## src/rtl/hazard_pkg.sv

```systemverilog
// Shared constants and index/forwarding helpers for the pipeline hazard unit.
package hazard_pkg;

   // ALU operand source selects
   localparam logic [1:0] FWD_RF  = 2'b00;
   localparam logic [1:0] FWD_WB  = 2'b01;
   localparam logic [1:0] FWD_MEM = 2'b10;

   // Default latencies of the multi-cycle mult/div unit
   localparam int MULT_CYCLES_DEFAULT = 5;
   localparam int DIV_CYCLES_DEFAULT  = 10;

   // A producer matches a consumer only for a nonzero register index;
   // $zero is hardwired, so it never carries a dependency.
   function automatic logic idx_hit(input logic [4:0] producer,
                                    input logic [4:0] consumer);
      return (producer != 5'd0) && (producer == consumer);
   endfunction

   // EX operand source: the younger MEM result wins over WB.
   function automatic logic [1:0] fwd_sel(input logic [4:0] src,
                                          input logic       reg_write_m,
                                          input logic [4:0] write_reg_m,
                                          input logic       reg_write_w,
                                          input logic [4:0] write_reg_w);
      if (reg_write_m && idx_hit(write_reg_m, src))
         return FWD_MEM;
      else if (reg_write_w && idx_hit(write_reg_w, src))
         return FWD_WB;
      else
         return FWD_RF;
   endfunction

endpackage

```

## src/rtl/hazard_unit_if.sv

```systemverilog
// Pipeline-stage register indices and control bits seen by the hazard unit,
// plus the stall/flush/forward controls it returns to the datapath.
interface hazard_unit_if;
   import hazard_pkg::*;

   // ID stage
   logic [4:0]  rsD;
   logic [4:0]  rtD;
   logic        branchD;
   logic        jrD;
   logic        mdUseD;
   logic        mdStartD;
   logic        mdDivD;
   // EX stage
   logic [4:0]  rsE;
   logic [4:0]  rtE;
   logic [4:0]  writeRegE;
   logic        RegWriteE;
   logic        MemtoRegE;
   // MEM stage
   logic [4:0]  writeRegM;
   logic        RegWriteM;
   logic        MemtoRegM;
   // WB stage
   logic [4:0]  writeRegW;
   logic        RegWriteW;
   // Controls back to the pipeline
   logic        StallF;
   logic        StallD;
   logic        FlushE;
   logic        ForwardAD;
   logic        ForwardBD;
   logic [1:0]  ForwardAE;
   logic [1:0]  ForwardBE;
   logic        mdBusy;
   logic [31:0] stallCount;

   // Pipeline side: drives stage information, receives controls
   modport master (
      output rsD, rtD, branchD, jrD, mdUseD, mdStartD, mdDivD,
             rsE, rtE, writeRegE, RegWriteE, MemtoRegE,
             writeRegM, RegWriteM, MemtoRegM,
             writeRegW, RegWriteW,
      input  StallF, StallD, FlushE, ForwardAD, ForwardBD,
             ForwardAE, ForwardBE, mdBusy, stallCount
   );

   // Hazard unit side
   modport slave (
      input  rsD, rtD, branchD, jrD, mdUseD, mdStartD, mdDivD,
             rsE, rtE, writeRegE, RegWriteE, MemtoRegE,
             writeRegM, RegWriteM, MemtoRegM,
             writeRegW, RegWriteW,
      output StallF, StallD, FlushE, ForwardAD, ForwardBD,
             ForwardAE, ForwardBE, mdBusy, stallCount
   );

endinterface

```

## src/rtl/md_busy_counter.sv

```systemverilog
// Tracks the remaining latency of the multi-cycle mult/div unit.
// Busy stays high for exactly N cycles after the issue edge.
module md_busy_counter
   import hazard_pkg::*;
#(
   parameter int MULT_CYCLES = MULT_CYCLES_DEFAULT,
   parameter int DIV_CYCLES  = DIV_CYCLES_DEFAULT
) (
   input  logic clk,
   input  logic reset,
   input  logic issue,
   input  logic isDiv,
   output logic busy
);

   localparam int MAX_CYCLES = (DIV_CYCLES > MULT_CYCLES) ? DIV_CYCLES : MULT_CYCLES;
   localparam int CW         = $clog2(MAX_CYCLES + 1);

   logic [CW-1:0] r_count;

   // Load the op latency on issue, otherwise count down to zero and hold.
   // Issue is only possible while idle, so a live count is never reloaded.
   always_ff @(posedge clk or posedge reset) begin
      if (reset)
         r_count <= '0;
      else if (issue)
         r_count <= isDiv ? CW'(DIV_CYCLES) : CW'(MULT_CYCLES);
      else if (r_count != '0)
         r_count <= r_count - CW'(1);
   end

   assign busy = (r_count != '0);

endmodule

```

## src/rtl/hazard_unit.sv

```systemverilog
// Hazard detection and forwarding control for the 5-stage pipeline:
// load-use, branch-operand and mult/div stalls, ID/EX forwarding selects,
// and a saturating count of stalled cycles.
module hazard_unit
   import hazard_pkg::*;
#(
   parameter int MULT_CYCLES = MULT_CYCLES_DEFAULT,
   parameter int DIV_CYCLES  = DIV_CYCLES_DEFAULT
) (
   input  logic         clk,
   input  logic         reset,
   hazard_unit_if.slave hz
);

   logic        w_lw_stall;
   logic        w_br_stall;
   logic        w_md_stall;
   logic        w_stall;
   logic        w_use_rs;
   logic        w_use_rt;
   logic        w_rs_pending;
   logic        w_rt_pending;
   logic        w_md_issue;
   logic        w_md_busy;
   logic [31:0] r_stall_count;

   // A load in EX cannot forward until it reaches WB: hold ID one cycle.
   assign w_lw_stall = hz.MemtoRegE &&
                       (idx_hit(hz.writeRegE, hz.rsD) || idx_hit(hz.writeRegE, hz.rtD));

   // The ID comparator only sees the MEM ALU result, so an EX producer or a
   // load still in MEM must be waited out.
   assign w_use_rs     = hz.branchD || hz.jrD;
   assign w_use_rt     = hz.branchD;
   assign w_rs_pending = (hz.RegWriteE && idx_hit(hz.writeRegE, hz.rsD)) ||
                         (hz.MemtoRegM && idx_hit(hz.writeRegM, hz.rsD));
   assign w_rt_pending = (hz.RegWriteE && idx_hit(hz.writeRegE, hz.rtD)) ||
                         (hz.MemtoRegM && idx_hit(hz.writeRegM, hz.rtD));
   assign w_br_stall   = (w_use_rs && w_rs_pending) || (w_use_rt && w_rt_pending);

   // HI/LO users, including a new mult/div, wait for the unit to drain.
   assign w_md_stall = hz.mdUseD && w_md_busy;

   assign w_stall   = w_lw_stall || w_br_stall || w_md_stall;
   assign hz.StallF = w_stall;
   assign hz.StallD = w_stall;
   assign hz.FlushE = w_stall;

   // Forwarding selects
   assign hz.ForwardAD = hz.RegWriteM && idx_hit(hz.writeRegM, hz.rsD);
   assign hz.ForwardBD = hz.RegWriteM && idx_hit(hz.writeRegM, hz.rtD);
   assign hz.ForwardAE = fwd_sel(hz.rsE, hz.RegWriteM, hz.writeRegM, hz.RegWriteW, hz.writeRegW);
   assign hz.ForwardBE = fwd_sel(hz.rtE, hz.RegWriteM, hz.writeRegM, hz.RegWriteW, hz.writeRegW);

   // A mult/div leaves ID only when nothing holds the pipeline.
   assign w_md_issue = hz.mdStartD && !w_stall;

   md_busy_counter #(
      .MULT_CYCLES (MULT_CYCLES),
      .DIV_CYCLES  (DIV_CYCLES)
   ) u_md_busy (
      .clk   (clk),
      .reset (reset),
      .issue (w_md_issue),
      .isDiv (hz.mdDivD),
      .busy  (w_md_busy)
   );

   assign hz.mdBusy = w_md_busy;

   // Count stalled cycles, one per edge regardless of how many sources fire,
   // sticking at all-ones.
   always_ff @(posedge clk or posedge reset) begin
      if (reset)
         r_stall_count <= '0;
      else if (w_stall && (r_stall_count != '1))
         r_stall_count <= r_stall_count + 32'd1;
   end

   assign hz.stallCount = r_stall_count;

endmodule

```

## src/flat_wrapper.sv

```systemverilog
// flat-port wrapper written by rule: the top's interface ports become plain ports
module hazard_unit_flat import hazard_pkg::*;
#(
   parameter int MULT_CYCLES = MULT_CYCLES_DEFAULT,
   parameter int DIV_CYCLES  = DIV_CYCLES_DEFAULT
)
  (clk, reset, hz_rsD, hz_rtD, hz_branchD, hz_jrD, hz_mdUseD, hz_mdStartD, hz_mdDivD, hz_rsE, hz_rtE, hz_writeRegE, hz_RegWriteE, hz_MemtoRegE, hz_writeRegM, hz_RegWriteM, hz_MemtoRegM, hz_writeRegW, hz_RegWriteW, hz_StallF, hz_StallD, hz_FlushE, hz_ForwardAD, hz_ForwardBD, hz_ForwardAE, hz_ForwardBE, hz_mdBusy, hz_stallCount);
  hazard_unit_if hz_i ();
  input  logic clk;
  input  logic reset;
  input wire logic [$bits(hz_i.rsD)-1:0] hz_rsD;
  input wire logic [$bits(hz_i.rtD)-1:0] hz_rtD;
  input wire logic [$bits(hz_i.branchD)-1:0] hz_branchD;
  input wire logic [$bits(hz_i.jrD)-1:0] hz_jrD;
  input wire logic [$bits(hz_i.mdUseD)-1:0] hz_mdUseD;
  input wire logic [$bits(hz_i.mdStartD)-1:0] hz_mdStartD;
  input wire logic [$bits(hz_i.mdDivD)-1:0] hz_mdDivD;
  input wire logic [$bits(hz_i.rsE)-1:0] hz_rsE;
  input wire logic [$bits(hz_i.rtE)-1:0] hz_rtE;
  input wire logic [$bits(hz_i.writeRegE)-1:0] hz_writeRegE;
  input wire logic [$bits(hz_i.RegWriteE)-1:0] hz_RegWriteE;
  input wire logic [$bits(hz_i.MemtoRegE)-1:0] hz_MemtoRegE;
  input wire logic [$bits(hz_i.writeRegM)-1:0] hz_writeRegM;
  input wire logic [$bits(hz_i.RegWriteM)-1:0] hz_RegWriteM;
  input wire logic [$bits(hz_i.MemtoRegM)-1:0] hz_MemtoRegM;
  input wire logic [$bits(hz_i.writeRegW)-1:0] hz_writeRegW;
  input wire logic [$bits(hz_i.RegWriteW)-1:0] hz_RegWriteW;
  output wire logic [$bits(hz_i.StallF)-1:0] hz_StallF;
  output wire logic [$bits(hz_i.StallD)-1:0] hz_StallD;
  output wire logic [$bits(hz_i.FlushE)-1:0] hz_FlushE;
  output wire logic [$bits(hz_i.ForwardAD)-1:0] hz_ForwardAD;
  output wire logic [$bits(hz_i.ForwardBD)-1:0] hz_ForwardBD;
  output wire logic [$bits(hz_i.ForwardAE)-1:0] hz_ForwardAE;
  output wire logic [$bits(hz_i.ForwardBE)-1:0] hz_ForwardBE;
  output wire logic [$bits(hz_i.mdBusy)-1:0] hz_mdBusy;
  output wire logic [$bits(hz_i.stallCount)-1:0] hz_stallCount;
  assign hz_i.rsD = hz_rsD;
  assign hz_i.rtD = hz_rtD;
  assign hz_i.branchD = hz_branchD;
  assign hz_i.jrD = hz_jrD;
  assign hz_i.mdUseD = hz_mdUseD;
  assign hz_i.mdStartD = hz_mdStartD;
  assign hz_i.mdDivD = hz_mdDivD;
  assign hz_i.rsE = hz_rsE;
  assign hz_i.rtE = hz_rtE;
  assign hz_i.writeRegE = hz_writeRegE;
  assign hz_i.RegWriteE = hz_RegWriteE;
  assign hz_i.MemtoRegE = hz_MemtoRegE;
  assign hz_i.writeRegM = hz_writeRegM;
  assign hz_i.RegWriteM = hz_RegWriteM;
  assign hz_i.MemtoRegM = hz_MemtoRegM;
  assign hz_i.writeRegW = hz_writeRegW;
  assign hz_i.RegWriteW = hz_RegWriteW;
  assign hz_StallF = hz_i.StallF;
  assign hz_StallD = hz_i.StallD;
  assign hz_FlushE = hz_i.FlushE;
  assign hz_ForwardAD = hz_i.ForwardAD;
  assign hz_ForwardBD = hz_i.ForwardBD;
  assign hz_ForwardAE = hz_i.ForwardAE;
  assign hz_ForwardBE = hz_i.ForwardBE;
  assign hz_mdBusy = hz_i.mdBusy;
  assign hz_stallCount = hz_i.stallCount;
  hazard_unit #(.MULT_CYCLES(MULT_CYCLES), .DIV_CYCLES(DIV_CYCLES)) u_core (.clk(clk), .reset(reset), .hz(hz_i));
endmodule
```

## config.mk

```make
export PLATFORM = sky130hd
export DESIGN_NAME = hazard_unit_flat
export DESIGN_NICKNAME = d
export VERILOG_FILES = /design/src/rtl/hazard_pkg.sv /design/src/rtl/hazard_unit_if.sv /design/src/rtl/md_busy_counter.sv /design/src/rtl/hazard_unit.sv /design/src/flat_wrapper.sv
export SDC_FILE = /design/constraint.sdc
export NUM_CORES = 1
export LEC_CHECK = 0
export CAP_MARGIN = 15
export CELL_PAD_IN_SITES_DETAIL_PLACEMENT = 0
export CELL_PAD_IN_SITES_GLOBAL_PLACEMENT = 1
export CORE_MARGIN = 2
export CORE_UTILIZATION = 35
export DETAILED_ROUTE_END_ITERATION = 12
export PLACE_DENSITY_LB_ADDON = 0.1
export SLEW_MARGIN = 20
export SYNTH_ARGS = -nofsm -noshare
export SYNTH_HDL_FRONTEND = slang
export SYNTH_SLANG_ARGS = --single-unit
```

## constraint.sdc

```tcl
create_clock -name clk -period 5.33 [get_ports clk]
set_input_delay 1.066 -clock clk [delete_from_list [all_inputs] [get_ports clk]]
set_output_delay 1.066 -clock clk [all_outputs]
set_load 0.05 [all_outputs]
```

==> results of run 1 <==
-- worst reg2reg max path, cell delays in order (launching register included) --
cell and delay [ns]:
dfrtp_1 0.42, and4_1 0.27, and3_1 0.21, and3_1 0.23
nand2_1 0.11, or3_1 0.72, nand2_1 0.27, mux2_2 0.35
-- placed cells by master, fill, tap and decap left out, types with 2 or more instances in the layout --
cell,Yosys,final
ha_1,3,3
inv_1,7,7
buf_4,2,7
mux2_2,2,2
nor4_1,4,4
or3_1,2,2
nand3_1,30,30
nand4_1,12,12
dfrtp_1,36,36
or4_1,5,5
clkdlybuf4s50_1,0,84
xor2_1,17,17
o221ai_1,2,2
and4_1,3,3
o21ai_0,3,3
and2_1,2,2
a21oi_1,4,4
nand2_1,14,14
nor2_1,11,11
and3_1,9,9
nand3b_1,2,2
nor3_1,12,12
xnor2_1,55,55
clkbuf_8,0,5
-- per-stage QoR --
stage	std cells	area (µm²)	power, mW	hold WS [ns]	utilization
final	424	3405	0.9668	0.4880	0.5067
after global routing	424	3405	1.033	0.5039	0.5067
after CTS	424	3405	0.9808	0.4959	0.5067
after detailed placement	417	3327	0.7966	0.4821	0.4952
after global placement	417	3327	0.7936	0.4831	0.4952
after floorplan	260	2397	0.6474	0.5521	-
-- synth_stat cells, types with 2 or more instances --
| cell type | instances | share of area |
|---|---|---|
| a21oi_1 | 4 | 0.0084 |
| buf_2 | 3 | 0.0063 |
| clkbuf_1 | 9 | 0.014 |
| and3_1 | 9 | 0.023 |
| ha_1 | 3 | 0.016 |
| xnor2_1 | 55 | 0.20 |
| or3_1 | 2 | 0.0052 |
| or4_1 | 5 | 0.016 |
| nor2_1 | 11 | 0.017 |
| nand3b_1 | 2 | 0.0063 |
| and4_1 | 3 | 0.011 |
| nor4_1 | 4 | 0.010 |
| nor3_1 | 12 | 0.025 |
| nand4_1 | 12 | 0.031 |
| nand3_1 | 30 | 0.063 |
| dfrtp_1 | 36 | 0.38 |
| nand2_1 | 14 | 0.022 |
| and2_1 | 2 | 0.0052 |
| inv_1 | 7 | 0.011 |
| xor2_1 | 17 | 0.062 |
| mux2_2 | 2 | 0.0094 |
| o21ai_0 | 3 | 0.0063 |
| o221ai_1 | 2 | 0.0073 |
| buf_4 | 2 | 0.0063 |
-- metal layers --
| layer | global-route usage | vias to the layer above | part of all wire |
|---|---|---|---|
| met1 | 0.2433 | 993 | 0.50 |
| li1 | - | 1074 | - |
| met4 | 0.03125 | 0 | 0.0074 |
| met5 | 0 | - | 0 |
| met3 | 0.03524 | 4 | 0.039 |
| met2 | 0.2538 | 48 | 0.45 |
-- power by group --
| group | total (mW) | internal, mW | switching (mW) |
|---|---|---|---|
| Combinational | 0.424 | 0.174 | 0.250 |
| Clock | 0.179 | 0.0888 | 0.0903 |
| Sequential | 0.364 | 0.316 | 0.0480 |
-- sequential cells by signal, indices dropped and copies added, names as in the netlist --
signal,flops
u_core.hz.stallCount,32
u_core.u_md_busy.r_count,4
-- final timing paths --
| path | startpoint | end | slack [ns] | depth (start not counted) |
|---|---|---|---|---|
| max reg2reg | u_core.hz.stallCount[8] | u_core.hz.stallCount[1] | 2.65 | 7 |
| min reg2reg | u_core.hz.stallCount[19] | u_core.hz.stallCount[19] | 0.49 | 1 |
| min | u_core.hz.stallCount[19] | u_core.hz.stallCount[19] | 0.49 | 1 |
| max in group asynchronous | reset | u_core.hz.stallCount[11] | 3.81 | 3 |
| min in group asynchronous | reset | u_core.u_md_busy.r_count[3] | 1.18 | 3 |
| max | hz_writeRegM[0] | hz_ForwardBE[0] | 0.50 | 6 |
-- cell type report --
class | instances | area share
Multi-Input combinational cell | 203 | 0.4131
Clock buffer | 6 | 0.02132
Tap cell | 80 | 0.02940
Inverter | 7 | 0.007718
Clock inverter | 1 | 0.001470
Timing Repair Buffer | 91 | 0.2624
Sequential cell | 36 | 0.2646
-- cells by family after synthesis --
group,count (synthesis),share of synthesized area
xor gates and xnor gates,72,0.2630
and+or+nand+nor,112,0.2573
DFF,36,0.3758
muxes,2,0.009394
AOI/OAI and AO/OA,14,0.04123
adders and majority gates,3,0.01566
buffers and inverters,21,0.03758
==> results.cfg, run 1 <==
[outcome]
status = finished, final reports clean

[cts]
h-tree-depth = 2
cts_tree = built
clk_latency_ns = 0.28
cts_buffer_depth = 2
hold_buffers = 0
cts_sinks = 36
path_clk_slew_ns = 0.07
post_cts_buffers = 0
cts_resized = 0
cts_buffers = 5
clockRootBuffer = clkbuf_8

[timing]
fin_crit_ns = 4.834
skew_ns = 0.008365
hold_violations = 0
setup-violations-final = 0
worst_slew_pin_slew_ns = 0.9451
rsz0062_at_grt = false
finalSetupTns_ns = 0
worst_slack_ns = 0.4964
final_max_slew_viol_count = 0
fmax_mhz = 206.9
fin_crit_sh = 0.9069
relSlewSlack = 0.3699

[yosys]
seq_area_frac_synth = 0.3758
synth_top_flop_cell = dfrtp_1
async_flop_share = 1.000
postSynthCellCount = 260
synth_area_um2 = 2397
synth_edf_count = 0
ys_types = 35
syn_area_per_cell_um2 = 9.220
synth_fp_nets = 310
ys_warn_count = 0
synth.ff_latch_count = 36

[placed_design]
place_congestion = 0.8029
io_buffers = 88
dp_slack_ns = 0.5031
hpwl_mm = 4.617

[pwr]
power_per_cell_area_nw_per_um2 = 284.0
leakage_nw = 1.290
peakVddDrop_uv = 131.3

[grt]
grt_use_total = 0.1660
antenna_found_initial = 0
grt_pass1_vias = 2068
grt_max_degree = 37
overflow = 0
grt_pass1_wl_mm = 10.04

[cells_and_area]
syn_to_final_growth_pct = 42.01
diodes = 0
fin_nets = 394
multi_input_area_um2 = 1406
nFillCells = 647
ff_latch_area_um2 = 900.9
final_layout_size_suffix_gt1_frac = 0.05814

[floorplan]
die_y_um = 86.76
die_w_um = 86.76
dieArea_um2 = 7527
num_io_pins = 89
rows = 30
start_util = 0.3568
core_um2 = 6719

[worst_setup_path]
criticalPathCategory = input pin to primary output
endpoint_kind = primary output
crit_required_ns = 4.26
cp_cell_sequence = clkdlybuf4s50_1, or4_1, o21ai_0, nor4_1, nor4_1, clkdlybuf4s50_1
critPathMaxStageDelay_ns = 0.86
crit_buf_inv = 2
cp_max_fo = 5
critPathSlowestCell = clkdlybuf4s50_1
arrival_ns = 3.77
start_kind = input pin
cpLargestDelayFamily = buffers and inverters

[route]
wl_mm = 6.074
drc_errors = 0
viasPerCell = 4.998
drt-initial-drc-count = 45
antenna_left = 0
detailroute.via_count = 2119
firstDrtPassIters = 4
wl_per_cell_um = 14.33

[run]
max-cap-violations = 0

[worst_hold_path]
hold_path.class = flip-flop to flip-flop
(Power assumes the default switching activity.)
==> run 2, diff against run 1 <==
--- a/config.mk
+++ b/config.mk
@@ -9,7 +9,7 @@
 export CELL_PAD_IN_SITES_DETAIL_PLACEMENT = 0
 export CELL_PAD_IN_SITES_GLOBAL_PLACEMENT = 1
 export CORE_MARGIN = 2
-export CORE_UTILIZATION = 35
+export CORE_UTILIZATION = 30
 export DETAILED_ROUTE_END_ITERATION = 12
 export PLACE_DENSITY_LB_ADDON = 0.1
 export SLEW_MARGIN = 20
==> constraint.sdc (replaced) <==
create_clock -name clk -period 4.21 [get_ports clk]
set_input_delay 0.842 -clock clk [delete_from_list [all_inputs] [get_ports clk]]
set_output_delay 0.842 -clock clk [all_outputs]
set_load 0.05 [all_outputs]
==> results.cfg, run 2 (synthesized netlist as in run 1, its figures left out) <==
[outcome]
status = finished, final reports clean

[cts]
post_cts_buffers = 0
cts_buffers = 5
cts_sinks = 36
cts_tree = built
hold_buffers = 0
h-tree-depth = 2
path_clk_slew_ns = 0.07
cts_resized = 0
clockRootBuffer = clkbuf_8
clk_latency_ns = 0.29
cts_buffer_depth = 2

[placed_design]
hpwl_mm = 4.660
dp_slack_ns = 0.3241
dp_cells = 440
io_buffers = 88
place_congestion = 0.7834

[cells_and_area]
mostFrequentLayoutCells = 79 x clkdlybuf4s50_1, 55 x xnor2_1, 36 x dfrtp_1
utilization = 0.4543
final_layout_size_suffix_gt1_frac = 0.09249
largest_register_ff_count = 32
diodes = 0
fin_nets = 395
final_common_cell = clkdlybuf4s50_1
final_cells = 448
nFillCells = 770
syn_to_final_growth_pct = 46.45

[worst_setup_path]
cpLargestDelayFamily = simple AND/OR/NAND/NOR gates
cp_max_fo = 5
endpoint_kind = primary output
arrival_ns = 3.03
crit_required_ns = 3.37
reg2reg_depth = 7
cp_cell_sequence = clkdlybuf4s50_1, or4_1, o21ai_0, nor4_2, nor4_2, buf_12
criticalPathCategory = input pin to primary output
start_kind = input pin
critPathSlowestCell = or4_1
critPathMaxStageDelay_ns = 0.56
crit_buf_inv = 2
rrSetupSlack_ns = 1.54
worstReg2RegStart = u_core.hz.stallCount[8]
worst_r2r_endpoint = u_core.hz.stallCount[1]
worstSetupPathDepth = 6
crit_top_cell = nor4_2

[timing]
setup-violations-final = 0
hold_violations = 0
fin_crit_sh = 0.9195
worst_slew_pin_slew_ns = 0.9242
worst_slack_ns = 0.3390
fin_crit_ns = 3.871
rsz0062_at_grt = false
finalSetupTns_ns = 0
relSlewSlack = 0.3838
skew_ns = 0.007090
timing.hold.ws_ns = 0.4852
final_max_slew_viol_count = 0
fmax_mhz = 258.3

[worst_hold_path]
min_path_cells = 1
hold_path.class = flip-flop to flip-flop
hold_path.startpoint = u_core.hz.stallCount[13]
min_to = u_core.hz.stallCount[13]

[pwr]
power_per_cell_area_nw_per_um2 = 372.8
peakVddDrop_uv = 130.2
leakage_nw = 1.324

[grt]
grt_pass1_wl_mm = 10.07
grt_pass1_vias = 2209
antenna_found_initial = 0
grt_use_total = 0.1446
overflow = 0
grt_max_degree = 37

[floorplan]
num_io_pins = 89
core_um2 = 7727
rows = 32
dieArea_um2 = 8722
start_util = 0.3102
die_y_um = 93.39
die_w_um = 93.39

[route]
wl_mm = 5.957
antenna_left = 0
viasPerCell = 4.799
wl_per_cell_um = 13.30
drt-initial-drc-count = 89
detailroute.via_count = 2150
firstDrtPassIters = 4
drc_errors = 0

[run]
max-cap-violations = 0
-- run 2: worst max path at each step --
stage / from / to / slack, ns
global route: hz_writeRegM[2] / hz_ForwardBE[0] / 0.15
floorplan: hz_writeRegM[0] / hz_ForwardAE[0] / 0.25
CTS: hz_writeRegM[2] / hz_ForwardBE[0] / 0.31
detailed placement: hz_writeRegM[2] / hz_ForwardBE[0] / 0.32
global placement: hz_writeRegM[2] / hz_ForwardBE[0] / 0.35
finish: hz_writeRegM[2] / hz_ForwardBE[0] / 0.34
-- run 2: power breakdown --
group	switching (mW)	total [mW]	internal [mW]
clock network	0.130	0.305	0.175
logic	0.319	0.541	0.222
registers	0.0636	0.463	0.399
total	0.512	1.31	0.797
-- run 2: area by class of cell --
class	count	area, µm²	share of cell area
multi-input cells	203	1431	0.4077
repair buffers	92	913.4	0.2602
flip-flops and latches	36	900.9	0.2566
well taps	102	127.6	0.03635
clock buffers	5	68.82	0.01960
clock inverters	3	42.54	0.01212
inverters	7	26.28	0.007484
-- run 2: per-stage QoR --
stage,instance area (µm²),power (mW)
after global routing,3511,1.384
after detailed placement,3400,1.016
after CTS,3511,1.324
after global placement,3400,1.014
final,3511,1.309
after floorplan,2422,0.8221
-- run 2: routing by layer --
layer | track usage | vias to the layer above | routed length (µm) | part of all wire
met5 | 0 | - | 0 | 0
met4 | 0.05025 | 0 | 111 | 0.019
met3 | 0.03868 | 8 | 468 | 0.079
met2 | 0.2518 | 77 | 2905 | 0.49
met1 | 0.1709 | 992 | 2472 | 0.41
li1 | - | 1073 | - | -
